## config.mk

```make
export PLATFORM = sky130hd
export DESIGN_NAME = lemming_world
export DESIGN_NICKNAME = d
export VERILOG_FILES = /design/src/rtl/lemming_world.sv
export SDC_FILE = /design/constraint.sdc
export NUM_CORES = 1
export LEC_CHECK = 0
export ABC_CLOCK_PERIOD_IN_PS = 7300
export CAP_MARGIN = 20
export CORE_AREA = 2 2 67 94
export CTS_BUF_LIST = sky130_fd_sc_hd__clkbuf_8 sky130_fd_sc_hd__clkbuf_16
export CTS_CLUSTER_DIAMETER = 50
export DETAILED_ROUTE_END_ITERATION = 8
export DIE_AREA = 0 0 69 96
export PLACE_DENSITY = 0.88
export SYNTH_ARGS = -nofsm -noshare
export SYNTH_HDL_FRONTEND = slang
export SYNTH_SLANG_ARGS = --single-unit
```

## constraint.sdc

```tcl
create_clock -name clk -period 7.3 [get_ports clk]
set_input_delay 1.46 -clock clk [delete_from_list [all_inputs] [get_ports clk]]
set_output_delay 1.46 -clock clk [all_outputs]
set_load 0.05 [all_outputs]
```

## src/rtl/lemming_world.sv

```systemverilog
// -----------------------------------------------------------------------------
// lemming_world
//
// 1-D terrain model for closed-loop exercise of the lemming walker FSM. It
// watches the walker's state outputs and the shared dig command, tracks the
// lemming's cell, dug-out ground and fall progress, and feeds back the
// environment inputs (ground and both bump sensors) the walker needs.
//
// Optional feature macro: LEMMING_WORLD_STATS_EN
//   defined     -> saturating step_count / fall_count statistics counters
//   not defined -> step_count and fall_count are constant 0, no counter flops
//
// Ports
//   clk         in   clock, all state changes on the rising edge
//   resetn      in   synchronous active-low reset
//   load        in   load terrain/wall maps, return lemming to START_POS
//   terrain_in  in   [WIDTH] bit i = solid ground under cell i
//   wall_in     in   [WIDTH] bit i = cell i is an impassable wall
//   dig         in   dig command shared with the walker (blocks stepping)
//   walk_left   in   walker state output
//   walk_right  in   walker state output
//   aaah        in   walker state output (falling)
//   digging     in   walker state output
//   bump_left   out  wall or track edge immediately left of the lemming
//   bump_right  out  wall or track edge immediately right of the lemming
//   ground      out  solid ground under the lemming's current cell
//   pos         out  [PW] current lemming cell
//   landed      out  one-cycle pulse on the cycle a fall ends
//   step_count  out  [16] saturating count of steps taken
//   fall_count  out  [8]  saturating count of landings
// -----------------------------------------------------------------------------
module lemming_world #(
  parameter int WIDTH      = 16,
  parameter int START_POS  = 0,
  parameter int DIG_CYCLES = 4,
  parameter int FALL_DEPTH = 3,
  localparam int PW        = $clog2(WIDTH)
) (
  input  logic             clk,
  input  logic             resetn,
  input  logic             load,
  input  logic [WIDTH-1:0] terrain_in,
  input  logic [WIDTH-1:0] wall_in,
  input  logic             dig,
  input  logic             walk_left,
  input  logic             walk_right,
  input  logic             aaah,
  input  logic             digging,
  output logic             bump_left,
  output logic             bump_right,
  output logic             ground,
  output logic [PW-1:0]    pos,
  output logic             landed,
  output logic [15:0]      step_count,
  output logic [7:0]       fall_count
);

  // Counter widths stay at least one bit so DIG_CYCLES/FALL_DEPTH of 1 work.
  localparam int DW = (DIG_CYCLES > 1) ? $clog2(DIG_CYCLES) : 1;
  localparam int FW = (FALL_DEPTH > 1) ? $clog2(FALL_DEPTH) : 1;

  localparam logic [PW-1:0]    START_P   = PW'(START_POS);
  localparam logic [PW-1:0]    LAST_P    = PW'(WIDTH - 1);
  localparam logic [DW-1:0]    DIG_LAST  = DW'(DIG_CYCLES - 1);
  localparam logic [FW-1:0]    FALL_LAST = FW'(FALL_DEPTH - 1);
  localparam logic [WIDTH-1:0] START_MASK = {{(WIDTH-1){1'b0}}, 1'b1} << START_POS;

  logic [WIDTH-1:0] t_map;
  logic [WIDTH-1:0] w_map;
  logic [DW-1:0]    dig_cnt;
  logic [FW-1:0]    fall_cnt;

  logic [PW-1:0] pos_dec;
  logic [PW-1:0] pos_inc;
  logic          step_l;
  logic          step_r;
  logic          dig_done;
  logic          fall_done;

  // Combinational decode of the registered position and maps
  assign pos_dec = pos - PW'(1);
  assign pos_inc = pos + PW'(1);

  // The edge term short-circuits, so the neighbour index is never used
  // out of range (it would wrap at the track ends).
  assign ground     = t_map[pos];
  assign bump_left  = (pos == '0)     ? 1'b1 : w_map[pos_dec];
  assign bump_right = (pos == LAST_P) ? 1'b1 : w_map[pos_inc];

  // Both walk outputs high is illegal and produces no step; dig freezes steps.
  assign step_l = walk_left  & ~walk_right & ground & ~bump_left  & ~dig;
  assign step_r = walk_right & ~walk_left  & ground & ~bump_right & ~dig;

  assign dig_done  = (dig_cnt  == DIG_LAST);
  assign fall_done = (fall_cnt == FALL_LAST);

  // World state update
  always_ff @(posedge clk) begin
    if (!resetn) begin
      t_map    <= '1;
      w_map    <= '0;
      pos      <= START_P;
      dig_cnt  <= '0;
      fall_cnt <= '0;
      landed   <= 1'b0;
    end else if (load) begin
      t_map    <= terrain_in;
      // The start cell can never be a wall, or the lemming would be inside it.
      w_map    <= wall_in & ~START_MASK;
      pos      <= START_P;
      dig_cnt  <= '0;
      fall_cnt <= '0;
      landed   <= 1'b0;
    end else begin
      landed <= 1'b0;

      if (step_l) begin
        pos <= pos_dec;
      end else if (step_r) begin
        pos <= pos_inc;
      end

      // Falling takes priority over digging if both are reported.
      if (aaah) begin
        dig_cnt <= '0;
        if (fall_done) begin
          t_map[pos] <= 1'b1;
          landed     <= 1'b1;
          fall_cnt   <= '0;
        end else begin
          fall_cnt <= fall_cnt + FW'(1);
        end
      end else begin
        fall_cnt <= '0;
        if (digging && ground) begin
          if (dig_done) begin
            t_map[pos] <= 1'b0;
            dig_cnt    <= '0;
          end else begin
            dig_cnt <= dig_cnt + DW'(1);
          end
        end else begin
          dig_cnt <= '0;
        end
      end
    end
  end

`ifdef LEMMING_WORLD_STATS_EN
  logic [15:0] step_cnt_q;
  logic [7:0]  land_cnt_q;

  // Statistics counters, saturating at all-ones
  always_ff @(posedge clk) begin
    if (!resetn || load) begin
      step_cnt_q <= '0;
      land_cnt_q <= '0;
    end else begin
      if ((step_l || step_r) && (step_cnt_q != '1)) begin
        step_cnt_q <= step_cnt_q + 16'd1;
      end
      if (aaah && fall_done && (land_cnt_q != '1)) begin
        land_cnt_q <= land_cnt_q + 8'd1;
      end
    end
  end

  assign step_count = step_cnt_q;
  assign fall_count = land_cnt_q;
`else
  assign step_count = '0;
  assign fall_count = '0;
`endif

endmodule

```

==> results.sh, run 1 <==
export IMPL_result_of_the_run="complete, no violations"
export IMPL_postCtsSetupBuffers=0
export IMPL_hold_depth=1
export IMPL_global_route_usage_total_pct=20.1
export IMPL_worst_hold_slack_ns=0.413
export IMPL_antenna_cells_inserted=0
export IMPL_timing_final_crit_share_pct=79.0
export IMPL_synth_ff_type="sky130_fd_sc_hd__dfxtp_1"
export IMPL_die_area_sq_um=6620
export IMPL_post_route_cells_drive_above_1_share_pct=7.29
export IMPL_synth_edff_count=0
export IMPL_drc=0
export IMPL_boundaryPins=72
export IMPL_finish_instance_area_sq_um=3200
export IMPL_clock_insertion_delay_worst_skew_ns=0.30
export IMPL_cts_max_path_bufs=2
export IMPL_yosys_warnings=0
export IMPL_post_place_ws_ns=1.83
export IMPL_worst_path_arrival_time_ns=4.31
export IMPL_final_critical_period_ns=5.77
export IMPL_gr_total_overflow=0
export IMPL_finalSetupViolCount=0
export IMPL_max_slew_margin_rel_pct=38.6
export IMPL_dr_pass1_iters=5
export IMPL_post_dp_hpwl_microns=4720
export IMPL_initial_utilization_pct=46.0
export IMPL_numClockSinks=40
export IMPL_clock_fmax_mhz=173
export IMPL_tritoncts_clock_tree="yes"
export IMPL_startpoint_type="flip-flop"
export IMPL_synth_yosys_seq_area_share_pct=30.1
export IMPL_rsz_0062_raised_after_global_routing="no"
export IMPL_grt_start_max_net_pins=45
export IMPL_rr_worst_depth=9
export IMPL_cts_resized=0
export IMPL_r2r_end="pos[3]"
export IMPL_number_of_vias_in_the_routed_layout=2398
export IMPL_worst_r2r_src="pos[0]"
export IMPL_timing_final_ws_setup_ns=1.53
export IMPL_dr_first_iter_drc_count=229
export IMPL_max_cap_viols=0
export IMPL_antenna_violations_before_repair=0
export IMPL_required_ns=5.84
export IMPL_synth_cell_area_sq_um=2660
export IMPL_die_h_microns=96
export IMPL_nets=388
export IMPL_post_synth_num_cell_types=55
export IMPL_post_dp_cell_area_sq_um=3040
export IMPL_synth_ff_latch_count=40
export IMPL_fp_row_count=33
export IMPL_vias_per_cell=5.81
export IMPL_clock_tree_htree_level_count=2
export IMPL_power_leakage_nw=1.21
export IMPL_drt_total_wl_microns=6520
export IMPL_worst_slew_pin_transition_ns=0.921
export IMPL_clkSlewWorstSetupHoldPaths_ns=0.08
export IMPL_core_sq_um=5780
export IMPL_holdPathEnd="fall_cnt[0]"
export IMPL_fin_total_pwr_mw=0.600
export IMPL_power_per_cell_area_nw_per_um2=188
export IMPL_detail_routed_net_length_per_standard_cell_microns=15.8
export IMPL_relative_area_change_from_synthesis_to_final_layout_pct=20.3
export IMPL_timing_final_hold_violations=0
export IMPL_critPathKind="reg2out"
export IMPL_first_global_vias=2275
export IMPL_postCtsHoldBufs=0
export IMPL_cts_buffers=5
export IMPL_critical_path_startpoint="pos[0]"
export IMPL_postSynthAreaPerCell_sq_um=8.63
export IMPL_gp_congestion=0.912
export IMPL_worst_ir_drop_vdd_mv=0.112
export IMPL_final_report_max_slew_violation_count=0
export IMPL_worst_setup_path_end_kind="output pin"
export IMPL_first_pass_grt_wire_length_microns=10700
export IMPL_fin_skew_ns=0.00878
export IMPL_timing_reg2reg_setup_slack_ns=3.66
export IMPL_holdCritStartpoint="fall_cnt[0]"
export IMPL_die_width_microns=69
export IMPL_critPathMaxFanout=21
export IMPL_port_buffer_count=46
export IMPL_synthesis_instances=308
export IMPL_clock_tree_root_driver_cell="sky130_fd_sc_hd__clkbuf_8"
export IMPL_setup_tns_ns=0
export IMPL_timing_hold_worst_class="reg2reg"
export IMPL_asyncSetResetFlopFracSynth_pct=0
export IMPL_antenna_violating_nets_post_route=0
-- per-stage QoR --
stage | instances | util [%]
6_report | 413 | 55.3
5_1_grt | 413 | 55.3
4_1_cts | 413 | 55.3
3_5_place_dp | 405 | 52.6
3_3_place_gp | 405 | 52.6
2_1_floorplan | 331 | -
-- synthesized netlist by cell type (2+ instances only) --
master	instances	area, sq um
sky130_fd_sc_hd__nor4_1	5	31.3
sky130_fd_sc_hd__o22a_1	2	17.5
sky130_fd_sc_hd__nand3b_1	2	15.0
sky130_fd_sc_hd__inv_1	8	30.0
sky130_fd_sc_hd__dfxtp_1	40	801
sky130_fd_sc_hd__clkbuf_1	11	41.3
sky130_fd_sc_hd__mux4_2	10	225
sky130_fd_sc_hd__mux2i_1	21	210
sky130_fd_sc_hd__a221oi_1	2	17.5
sky130_fd_sc_hd__o221ai_1	2	17.5
sky130_fd_sc_hd__and2_1	6	37.5
sky130_fd_sc_hd__nand4_1	3	18.8
sky130_fd_sc_hd__a22oi_1	2	15.0
sky130_fd_sc_hd__buf_4	24	180
sky130_fd_sc_hd__a21oi_1	8	40.0
sky130_fd_sc_hd__nand3_1	8	40.0
sky130_fd_sc_hd__nor2b_1	18	113
sky130_fd_sc_hd__a41oi_1	3	26.3
sky130_fd_sc_hd__o21a_1	3	22.5
sky130_fd_sc_hd__o32ai_1	4	35.0
sky130_fd_sc_hd__a31oi_1	5	31.3
sky130_fd_sc_hd__o21ai_0	9	45.0
sky130_fd_sc_hd__xor2_1	3	26.3
sky130_fd_sc_hd__or3_1	2	12.5
sky130_fd_sc_hd__a31o_1	3	26.3
sky130_fd_sc_hd__nor3_1	10	50.1
sky130_fd_sc_hd__o311ai_0	3	26.3
sky130_fd_sc_hd__ha_1	6	75.1
sky130_fd_sc_hd__nand2_1	29	109
sky130_fd_sc_hd__buf_1	4	15.0
sky130_fd_sc_hd__a21boi_0	2	15.0
sky130_fd_sc_hd__buf_2	4	20.0
sky130_fd_sc_hd__nor2_1	24	90.1
-- kinds of logic after synthesis --
logic type | synth area share (%)
AOI/OAI and AO/OA | 16.5
DFF | 30.1
muxes | 16.8
xor gates and xnor gates | 1.32
and+or+nand+nor | 21.4
adders and majority gates | 2.82
buffers and inverters | 10.9
other | 0.141
-- cells in the final DEF (no fill, tap or decap), types with 9 or more instances in the layout --
master                            netlist  final
sky130_fd_sc_hd__clkdlybuf4s50_1        0     45
sky130_fd_sc_hd__dfxtp_1               40     40
sky130_fd_sc_hd__nand2_1               29     29
sky130_fd_sc_hd__nor2_1                24     24
sky130_fd_sc_hd__conb_1                 1     24
sky130_fd_sc_hd__mux2i_1               21     21
sky130_fd_sc_hd__nor2b_1               18     18
sky130_fd_sc_hd__mux4_2                10     10
sky130_fd_sc_hd__nor3_1                10     10
sky130_fd_sc_hd__o21ai_0                9      9
-- area by class of cell --
class / count / area (sq um)
well taps: 70 / 87.6
repair buffers: 47 / 463
flip-flops and latches: 40 / 801
clock inverters: 3 / 90.1
multi-input cells: 239 / 1650
inverters: 9 / 33.8
clock buffers: 5 / 68.8
fillers: 522 / 2580
-- per-layer routing --
metal	track usage, %	up-vias	routed length [microns]
li1	-	1138	-
met1	22.4	1112	2570
met2	36.1	128	3280
met3	3.98	20	427
met4	11.1	0	249
met5	0	-	0
-- critical path, cell delays in order, from the launching register on --
cell	delay, ns
sky130_fd_sc_hd__dfxtp_1	0.87
sky130_fd_sc_hd__inv_1	0.26
sky130_fd_sc_hd__ha_1	0.69
sky130_fd_sc_hd__mux4_2	0.62
sky130_fd_sc_hd__a21boi_0	0.15
sky130_fd_sc_hd__o221ai_1	0.22
sky130_fd_sc_hd__a22oi_1	0.16
sky130_fd_sc_hd__or2_2	0.33
sky130_fd_sc_hd__clkdlybuf4s50_1	0.70
-- worst max-delay path by stage --
| stage | slack, ns | to |
|---|---|---|
| 2_1_floorplan | 2.94 | bump_right |
| 3_3_place_gp | 1.90 | bump_right |
| 3_5_place_dp | 1.83 | bump_right |
| 4_1_cts | 1.49 | bump_right |
| 5_1_grt | 1.25 | bump_right |
| 6_report | 1.53 | bump_right |
-- power by group --
group	internal, mW	switching (mW)	total [mW]	leakage [nW]
clock network	0.171	0.0837	0.255	0.0784
logic	0.0441	0.0617	0.106	0.797
registers	0.230	0.00937	0.239	0.330
No activity file was read; power rests on OpenSTA's default activity.
==> run 2, diff against run 1 <==
ABC_CLOCK_PERIOD_IN_PS = 5200   (was 7300)
CORE_AREA = 2 2 69 97   (was 2 2 67 94)
DIE_AREA = 0 0 71 99   (was 0 0 69 96)
PLACE_DENSITY = 0.87   (was 0.88)
clock period = 5.2 ns   (was 7.3 ns; I/O delays follow)
==> results.sh, run 2 (synthesis gave the netlist of run 1 again) <==
export IMPL_startpoint_type="flip-flop"
export IMPL_gp_congestion=0.895
export IMPL_critPathMaxFanout=11
export IMPL_number_of_buffers_and_inverters_on_the_critical_path=3
export IMPL_relative_area_change_from_synthesis_to_final_layout_pct=20.1
export IMPL_timing_final_crit_share_pct=90.4
export IMPL_cts_buffers=5
export IMPL_fp_row_count=34
export IMPL_global_route_usage_total_pct=18.4
export IMPL_numClockSinks=40
export IMPL_cpPeakStageDelay_ns=0.81
export IMPL_detail_routed_net_length_per_standard_cell_microns=15.1
export IMPL_clock_insertion_delay_worst_skew_ns=0.30
export IMPL_setup_tns_ns=0
export IMPL_mostFrequentLayoutCells="45 x sky130_fd_sc_hd__clkdlybuf4s50_1, 40 x sky130_fd_sc_hd__dfxtp_1, 29 x sky130_fd_sc_hd__nand2_1"
export IMPL_vias_per_cell=5.74
export IMPL_rsz_0062_raised_after_global_routing="no"
export IMPL_final_critical_period_ns=4.70
export IMPL_die_h_microns=99
export IMPL_most_heavily_used_metal_layer_in_global_routing="met2"
export IMPL_worst_setup_path_end_kind="output pin"
export IMPL_crit_path_cell_trace="inv_1 > ha_1 > xnor2_1 > mux2_2 > nand2_1 > o2111a_1 > inv_1 > nand3_1 > clkdlybuf4s50_1"
export IMPL_antenna_violations_before_repair=0
export IMPL_post_place_ws_ns=0.885
export IMPL_dr_pass1_iters=5
export IMPL_die_area_sq_um=7030
export IMPL_multi_input_gate_area_in_the_final_layout_sq_um=1650
export IMPL_critical_path_top_delay_family="buffers and inverters"
export IMPL_clkSlewWorstSetupHoldPaths_ns=0.08
export IMPL_first_pass_grt_wire_length_microns=10400
export IMPL_drc=0
export IMPL_core_sq_um=6170
export IMPL_worst_slew_pin_transition_ns=0.807
export IMPL_post_route_cells_drive_above_1_share_pct=7.83
export IMPL_initial_utilization_pct=43.1
export IMPL_timing_final_hold_violations=0
export IMPL_cts_resized=0
export IMPL_antenna_cells_inserted=0
export IMPL_met2_track_demand_over_resource_in_global_routing_pct=32.5
export IMPL_port_buffer_count=46
export IMPL_timing_hold_worst_class="reg2reg"
export IMPL_max_slew_margin_rel_pct=46.1
export IMPL_final_report_max_slew_violation_count=0
export IMPL_power_leakage_nw=1.21
export IMPL_post_dp_cell_area_sq_um=3060
export IMPL_power_per_cell_area_nw_per_um2=246
export IMPL_nets=391
export IMPL_n_fill_cell=557
export IMPL_first_global_vias=2271
export IMPL_max_cap_viols=0
export IMPL_cts_max_path_bufs=2
export IMPL_result_of_the_run="complete, no violations"
export IMPL_mostFrequentLayoutCell="sky130_fd_sc_hd__clkdlybuf4s50_1"
export IMPL_required_ns=4.16
export IMPL_clock_tree_htree_level_count=2
export IMPL_seqCellArea_sq_um=801
export IMPL_tritoncts_clock_tree="yes"
export IMPL_worst_path_arrival_time_ns=3.66
export IMPL_postCtsSetupBuffers=0
export IMPL_postCtsHoldBufs=0
export IMPL_clock_fmax_mhz=213
export IMPL_number_of_vias_in_the_routed_layout=2392
export IMPL_dr_first_iter_drc_count=238
export IMPL_crit_path_top_delay_cell="sky130_fd_sc_hd__clkdlybuf4s50_1"
export IMPL_boundaryPins=72
export IMPL_critPathKind="reg2out"
export IMPL_post_dp_hpwl_microns=4680
export IMPL_critPathMostFrequentCell="sky130_fd_sc_hd__inv_1"
export IMPL_layoutNonFillerInstCount=417
export IMPL_placed_cells_incl_taps=410
export IMPL_groute_layer_met3_usage_pct=4.50
export IMPL_worst_ir_drop_vdd_mv=0.145
export IMPL_die_width_microns=71
export IMPL_grtUsageMet1_pct=19.8
export IMPL_drt_total_wl_microns=6290
export IMPL_finalSetupViolCount=0
export IMPL_antenna_violating_nets_post_route=0
export IMPL_finish_instance_area_sq_um=3190
export IMPL_timing_final_ws_setup_ns=0.501
export IMPL_fin_skew_ns=0.0108
export IMPL_final_util_pct=51.8
export IMPL_grt_start_max_net_pins=45
export IMPL_gr_total_overflow=0
export IMPL_clock_tree_root_driver_cell="sky130_fd_sc_hd__clkbuf_8"
## run 2: changes by cell type in the layout (fill, tap and decap cells not counted)
cell,delta
sky130_fd_sc_hd__buf_4,+3
sky130_fd_sc_hd__bufinv_16,-1
## run 2: stage by stage
stage / power, mW / hold WS, ns
final: 0.786 / 0.412
after CTS: 0.787 / 0.416
after global placement: 0.487 / 0.399
after floorplan: 0.456 / 0.391
after global routing: 0.811 / 0.438
after detailed placement: 0.491 / 0.405
## run 2: where the power goes
part | switching (mW) | internal (mW) | total [mW]
Clock | 0.112 | 0.189 | 0.301
Combinational | 0.0878 | 0.0625 | 0.150
Sequential | 0.0120 | 0.323 | 0.335
Total | 0.212 | 0.574 | 0.786
## run 2: final timing paths
kind / startpoint / endpoint / slack (ns) / cells after the start
hold reg to reg: fall_cnt[0] / fall_cnt[0] / 0.41 / 1
setup reg to reg: pos[1] / pos[0] / 2.10 / 9
setup / recovery: pos[1] / bump_left / 0.50 / 9
hold / removal: fall_cnt[0] / fall_cnt[0] / 0.41 / 1
## run 2: layout make-up
cell class	count	share of cell area [%]
inverter	9	1.06
tap	72	2.82
multi-input combinational	239	51.8
timing repair buffer	50	15.2
sequential	40	25.1
clock inverter	2	1.88
clock buffer	5	2.16
## run 2: metal layers
metal  up-vias  wire (microns)
li1       1148               -
met1      1110            2440
met2       111            3200
met3        23             424
met4         0             234
met5         -               0
==> run 3, diff against run 2 <==
CAP_MARGIN = 0   (was 20)
==> results of run 3 <==
Same layout as run 2: the final DEF is identical, and so are final timing and power.
